File: src/rtl/debounce_pkg.sv
// rtl/debounce_pkg.sv - shared types and constants for the dual-channel debouncer
package debounce_pkg;

    typedef enum logic {DB_IDLE, DB_COUNT} db_state_t;

    localparam int DB_SYNC_STAGES = 2;

endpackage

File: src/rtl/debounce_ch.sv
// rtl/debounce_ch.sv - one channel: 2-flop synchroniser, stability counter and FSM
// DEBOUNCE_EDGE_EN adds registered rise/fall pulses aligned with the level update.
module debounce_ch
    import debounce_pkg::*;
#(
    parameter int STABLE_CYCLES = 4,
    parameter int CNT_W         = 16
) (
    input  logic clk,
    input  logic rst_n,
    input  logic raw,
    output logic level,
`ifdef DEBOUNCE_EDGE_EN
    output logic rise,
    output logic fall,
`endif
    output logic upd
);

    localparam logic [CNT_W-1:0] CNT_LAST = CNT_W'(STABLE_CYCLES - 1);

    logic [DB_SYNC_STAGES-1:0] sync;
    logic                      sync_out;
    logic [CNT_W-1:0]          cnt, cnt_nxt;
    db_state_t                 state, state_nxt;
    logic                      level_nxt;
    logic                      mismatch;
    logic                      expire;

    assign sync_out = sync[DB_SYNC_STAGES-1];
    assign mismatch = sync_out != level;
    // With a single-cycle window the update fires straight from IDLE.
    assign expire   = (cnt == CNT_LAST) && ((STABLE_CYCLES == 1) || (state == DB_COUNT));

    always_comb begin
        state_nxt = DB_IDLE;
        cnt_nxt   = '0;
        level_nxt = level;
        upd       = 1'b0;
        if (mismatch) begin
            if (expire) begin
                level_nxt = sync_out;
                upd       = 1'b1;
            end else begin
                cnt_nxt   = cnt + 1'b1;
                state_nxt = DB_COUNT;
            end
        end
    end

    always_ff @(posedge clk or negedge rst_n) begin
        if (!rst_n) begin
            sync  <= '0;
            cnt   <= '0;
            state <= DB_IDLE;
            level <= 1'b0;
        end else begin
            sync  <= {sync[DB_SYNC_STAGES-2:0], raw};
            cnt   <= cnt_nxt;
            state <= state_nxt;
            level <= level_nxt;
        end
    end

`ifdef DEBOUNCE_EDGE_EN
    always_ff @(posedge clk or negedge rst_n) begin
        if (!rst_n) begin
            rise <= 1'b0;
            fall <= 1'b0;
        end else begin
            rise <= upd & sync_out;
            fall <= upd & ~sync_out;
        end
    end
`endif

endmodule

File: src/rtl/dual_input_debounce.sv
// rtl/dual_input_debounce.sv - two independent debounce channels with a shared change strobe
// DEBOUNCE_EDGE_EN exposes per-channel rise/fall pulses.
module dual_input_debounce
    import debounce_pkg::*;
#(
    parameter int STABLE_CYCLES = 4,
    parameter int CNT_W         = 16
) (
    input  logic clk,
    input  logic rst_n,
    input  logic a_raw,
    input  logic b_raw,
    output logic a_db,
    output logic b_db,
`ifdef DEBOUNCE_EDGE_EN
    output logic a_rise,
    output logic a_fall,
    output logic b_rise,
    output logic b_fall,
`endif
    output logic chg
);

    logic upd_a, upd_b;

    debounce_ch #(.STABLE_CYCLES(STABLE_CYCLES), .CNT_W(CNT_W)) u_ch_a (
        .clk   (clk),
        .rst_n (rst_n),
        .raw   (a_raw),
        .level (a_db),
`ifdef DEBOUNCE_EDGE_EN
        .rise  (a_rise),
        .fall  (a_fall),
`endif
        .upd   (upd_a)
    );

    debounce_ch #(.STABLE_CYCLES(STABLE_CYCLES), .CNT_W(CNT_W)) u_ch_b (
        .clk   (clk),
        .rst_n (rst_n),
        .raw   (b_raw),
        .level (b_db),
`ifdef DEBOUNCE_EDGE_EN
        .rise  (b_rise),
        .fall  (b_fall),
`endif
        .upd   (upd_b)
    );

    always_ff @(posedge clk or negedge rst_n) begin
        if (!rst_n) chg <= 1'b0;
        else        chg <= upd_a | upd_b;
    end

endmodule

File: config.mk
export PLATFORM = sky130hd
export DESIGN_NAME = dual_input_debounce
export DESIGN_NICKNAME = d
export VERILOG_FILES = /design/src/rtl/debounce_pkg.sv /design/src/rtl/debounce_ch.sv /design/src/rtl/dual_input_debounce.sv
export SDC_FILE = /design/constraint.sdc
export NUM_CORES = 1
export LEC_CHECK = 0
export CAP_MARGIN = 20
export CORE_MARGIN = 2
export CORE_UTILIZATION = 60
export DETAILED_ROUTE_END_ITERATION = 8
export PLACE_DENSITY = 0.84
export SYNTH_ARGS = -nofsm -noshare
export SYNTH_HDL_FRONTEND = slang
export SYNTH_HIERARCHICAL = 1
export SYNTH_SLANG_ARGS = --single-unit
File: constraint.sdc
create_clock -name clk -period 2.5 [get_ports clk]
set_input_delay 0.625 -clock clk [delete_from_list [all_inputs] [get_ports clk]]
set_output_delay 0.625 -clock clk [all_outputs]
set_load 0.05 [all_outputs]
* Word-level counts from Yosys, hierarchy flattened
Cells that the tools add are included.
Storage, ports and cells: logic and storage cells 32, output and inout bits 3, register bits after elaboration 41, input bits 4
Cells by class: mux-type cells 12, reductions and logical operators 4, add/subtract/negate cells 2, equality and inequality tests 4, bitwise gates (word level) 1
Operator list (number):
- 16-bit two-way mux | 4
- 16-bit by 1-bit adder with 16-bit output, second input constant | 2
- 16-bit by 2-bit == test with 1-bit output, second input constant | 2
- 1-bit two-way mux | 8
- 2-bit AND reduction | 2
- 1-bit logical AND | 2
- 1-bit inequality test | 2
- 1-bit bitwise OR | 1

* Logic depth before layout (Yosys ltp)
word-level depth 5, depth in mapped cells 6, gate-level depth less buffers 5

* Cells and area by module
Netlist, hierarchy kept.
By module, submodules not included:
- debounce_ch | times used 2, area each 962.2 um^2, seq. area each 500.5 um^2, cells an instance 87
- dual_input_debounce | times used 1, area each 31.3 um^2, seq. area each 25.0 um^2, cells an instance 2

* Worst setup path after synthesis
OpenSTA, ideal clock, no wires.
path type reg2reg, start reg u_ch_a.cnt[0], end reg u_ch_a.level, stages on the path, launching flop included 5, setup slack 986 ps, period minus slack after synthesis 1514 ps, data arrival time 1386 ps, setup time 128 ps, path buffers 0, data required time 2372 ps, cells stage by stage dfrtp_1 > ha_1 > nor4bb_1 > nand4_1 > mux2_1
On the way: longest elaborated chain between the ends 3
RTL lines:
- start, declared | RTL line debounce_ch.sv:24 | logic [CNT_W-1:0] cnt, cnt_nxt;
- start signal, assigned | RTL line debounce_ch.sv:59 | cnt <= cnt_nxt;
- 16-bit by 2-bit == test with 1-bit output | RTL line debounce_ch.sv:33 | assign expire = (cnt == CNT_LAST) && ((STABLE_CYCLES == 1) || (state == DB_COUNT));
- 1-bit logical AND | RTL line debounce_ch.sv:33
- 2-bit AND reduction (no source line)
- end signal, assigned | RTL line debounce_ch.sv:61 | level <= level_nxt;
- end, declared | RTL line debounce_ch.sv:12 | output logic level,
No other way between the ends. A chain may end at the register's enable or synchronous reset.

* Worst setup path after layout
start reg u_ch_b.level, end out b_db
RTL lines:
- start, declared | RTL line debounce_ch.sv:12
- start signal, assigned | RTL line debounce_ch.sv:61
- end, declared | RTL line dual_input_debounce.sv:14 | output logic b_db,
No word-level cell between the ends.

==> metrics <==
mux share of post-synthesis cell area=0.01152; GRT overflow=0; FP Rows=20; Power per Cell Area=719.9 nW/um^2; core area=3078 sq um; Slew Limit Fails=0; most frequent cells in the layout=dfrtp_1 (41), nor2_1 (36), xnor2_1 (26), nor4_2 (10); gp weighted congestion=0.7999; Crit Path Class=flip-flop to output port; area delta synth->final=8.062%; Synth Net Count=182; n_diodes=0; Slew headroom=0.4161; # clock sinks=41; Worst-Skew Late Latency=350 ps; Yosys warning total=6; DR pass1 iterations=4; hold buffers post-CTS=0; status=finished clean; Final Hold Vio Count=0; post-synthesis xor/xnor area fraction=0.1344; Detail Route Antenna Nets=0; per-cell routed wire length=15.20 um; hold depth=0; drc violations=0; commonest non-fill, non-tap cell in the layout=dfrtp_1; Unique masters post-synth=23; Tcrit/Tclk final=0.8699; Worst-Margin Slew=875.9 ps; number of setup violations in the final report=0; first-pass GRT wire length=6.134 mm; CTS root buf=clkbuf_4; Compound-Gate Fraction of Synth Area=0; worst min path class=flip-flop to flip-flop; WP data required=1880 ps; vias=1304; peak supply drop=0.6397 mV; Leak Pwr=0.8446 nW; Synth Area in Simple Gates=0.2937; CP startpoint kind=flip-flop; IO Pins=7; number of global-route vias before repair=1385; postcts setup bufs=0; clock-pin slew on the worst setup and hold paths=110 ps; TritonCTS clock tree=yes; Vias/cell=5.621; Crit path max-delay family=buffers and inverters; Critical path origin=u_ch_b/level; clock buffer depth=2; Syn Area/Cell=11.11 sq um; CTS Buf Count=5; largest net degree at the start of global routing=42; share of layout cells above drive strength 1=0.1543; Tot GR Track Use=0.2341; Critical Path AT=1550 ps; Initial Util=0.6354; Initial DRC Count=68; WP buf/inv=1; overall die area=3732 sq um; Worst Hold Path EP=u_ch_b/sync[1]; Final nets=193; Die H=61.09 um; Max Cap Viol=0; Critical Path Slowest Stage Cell=clkdlybuf4s50_1; final wirelength=3.527 mm; critical-path cell list=clkdlybuf4s50_1; Mapped Area=1956 sq um; combinational family with the most area after synthesis=simple AND/OR/NAND/NOR gates; reg2reg setup slack=710 ps; initial antenna violation count=0; worst setup margin=325.2 ps; HPWL after DPL=2.429 mm; worst reg-to-reg path cell count=5; Synth Area in Adders=0.01280; R2R Path Start=u_ch_b/cnt[0]; Critical Path Sink Type=output port; Cells after Synth=176; Chip Width=61.09 um; crit-path max FO=3; Place WS=704.5 ps; RSZ-0062 raised after global routing=no; port bufs=6; hold slack=359.2 ps; Seq/Total Area, Yosys=0.5246; H-tree levels=2; fmax=459.8 MHz; post-synthesis register bit count=41; Setup TNS Final=0 ps; r2r endpoint=u_ch_b/cnt[12]; Final Skew=10.14 ps; min cycle time layout=2175 ps; CP peak stage delay=810 ps; hold path start=u_ch_b/sync[0]; # resized after CTS=0
[layer usage]
metal / vias to the layer above / part of all wire / GRT usage
li1: 625 / - / -
met4: 0 / 0.022 / 0.1149
met1: 639 / 0.40 / 0.2621
met2: 34 / 0.53 / 0.4134
met3: 6 / 0.044 / 0.05882
met5: - / 0 / 0
[through the flow]
stage / power [mW] / utilization / cells / area [sq um]
3_3_place_gp: 1.137 / 0.6638 / 224 / 2043
6_report: 1.521 / 0.6866 / 232 / 2113
4_1_cts: 1.541 / 0.6866 / 232 / 2113
3_5_place_dp: 1.162 / 0.6638 / 224 / 2043
2_1_floorplan: 1.085 / - / 176 / 1956
5_1_grt: 1.609 / 0.6866 / 232 / 2113
[Yosys cell counts]
cell,n,area share
nor3_1,6,0.015
xor2_1,4,0.018
inv_1,4,0.0077
nor2_1,36,0.069
nand3_1,8,0.020
nand3_2,2,0.010
nor4_2,10,0.064
nor2b_1,2,0.0064
nand4_4,2,0.022
nand4_2,2,0.013
dfrtp_1,41,0.52
or2_1,1,0.0032
nand4_1,4,0.013
mux2_1,2,0.012
nand2_2,2,0.0064
xnor2_1,26,0.12
inv_2,2,0.0038
nor4_1,6,0.019
ha_1,2,0.013
nor4bb_1,2,0.010
nand2_1,8,0.015
and3_1,2,0.0064
buf_6,2,0.012
[worst max path at each step]
stage               cells after the start            to
floorplan                               4  u_ch_a/level
global placement                        1          a_db
detailed placement                      1          b_db
CTS                                     1          b_db
global route                            1          b_db
finish                                  1          b_db
[where the power goes]
part           switching (mW)  internal (mW)  total (mW)
Combinational           0.230          0.110       0.340
Clock                   0.212          0.163       0.375
Sequential             0.0688          0.737       0.806
[layout make-up]
type                       count  area, sq um
inverter                       6        22.52
multi-input combinational    127        884.6
fill                         234        964.7
clock inverter                 1        5.005
sequential                    41         1026
clock buffer                   7        65.06
tap                           44        55.05
timing repair buffer           6        55.05
[kinds of logic after synthesis]
kind of cell,Yosys count
multiplexers,2
adder cells (fa/ha/maj),2
buffers and inverters,8
flip-flops,41
XOR/XNOR,30
AND/OR/NAND/NOR,93
[flip-flops by register name, summed over array words and instances, names as in the netlist]
name	count
u_ch_a/state	1
u_ch_a/cnt	16
u_ch_b/level	1
chg	1
u_ch_a/level	1
u_ch_a/sync	2
u_ch_b/sync	2
u_ch_b/cnt	16
u_ch_b/state	1
Note: power is estimated with default switching activity, not from simulation.
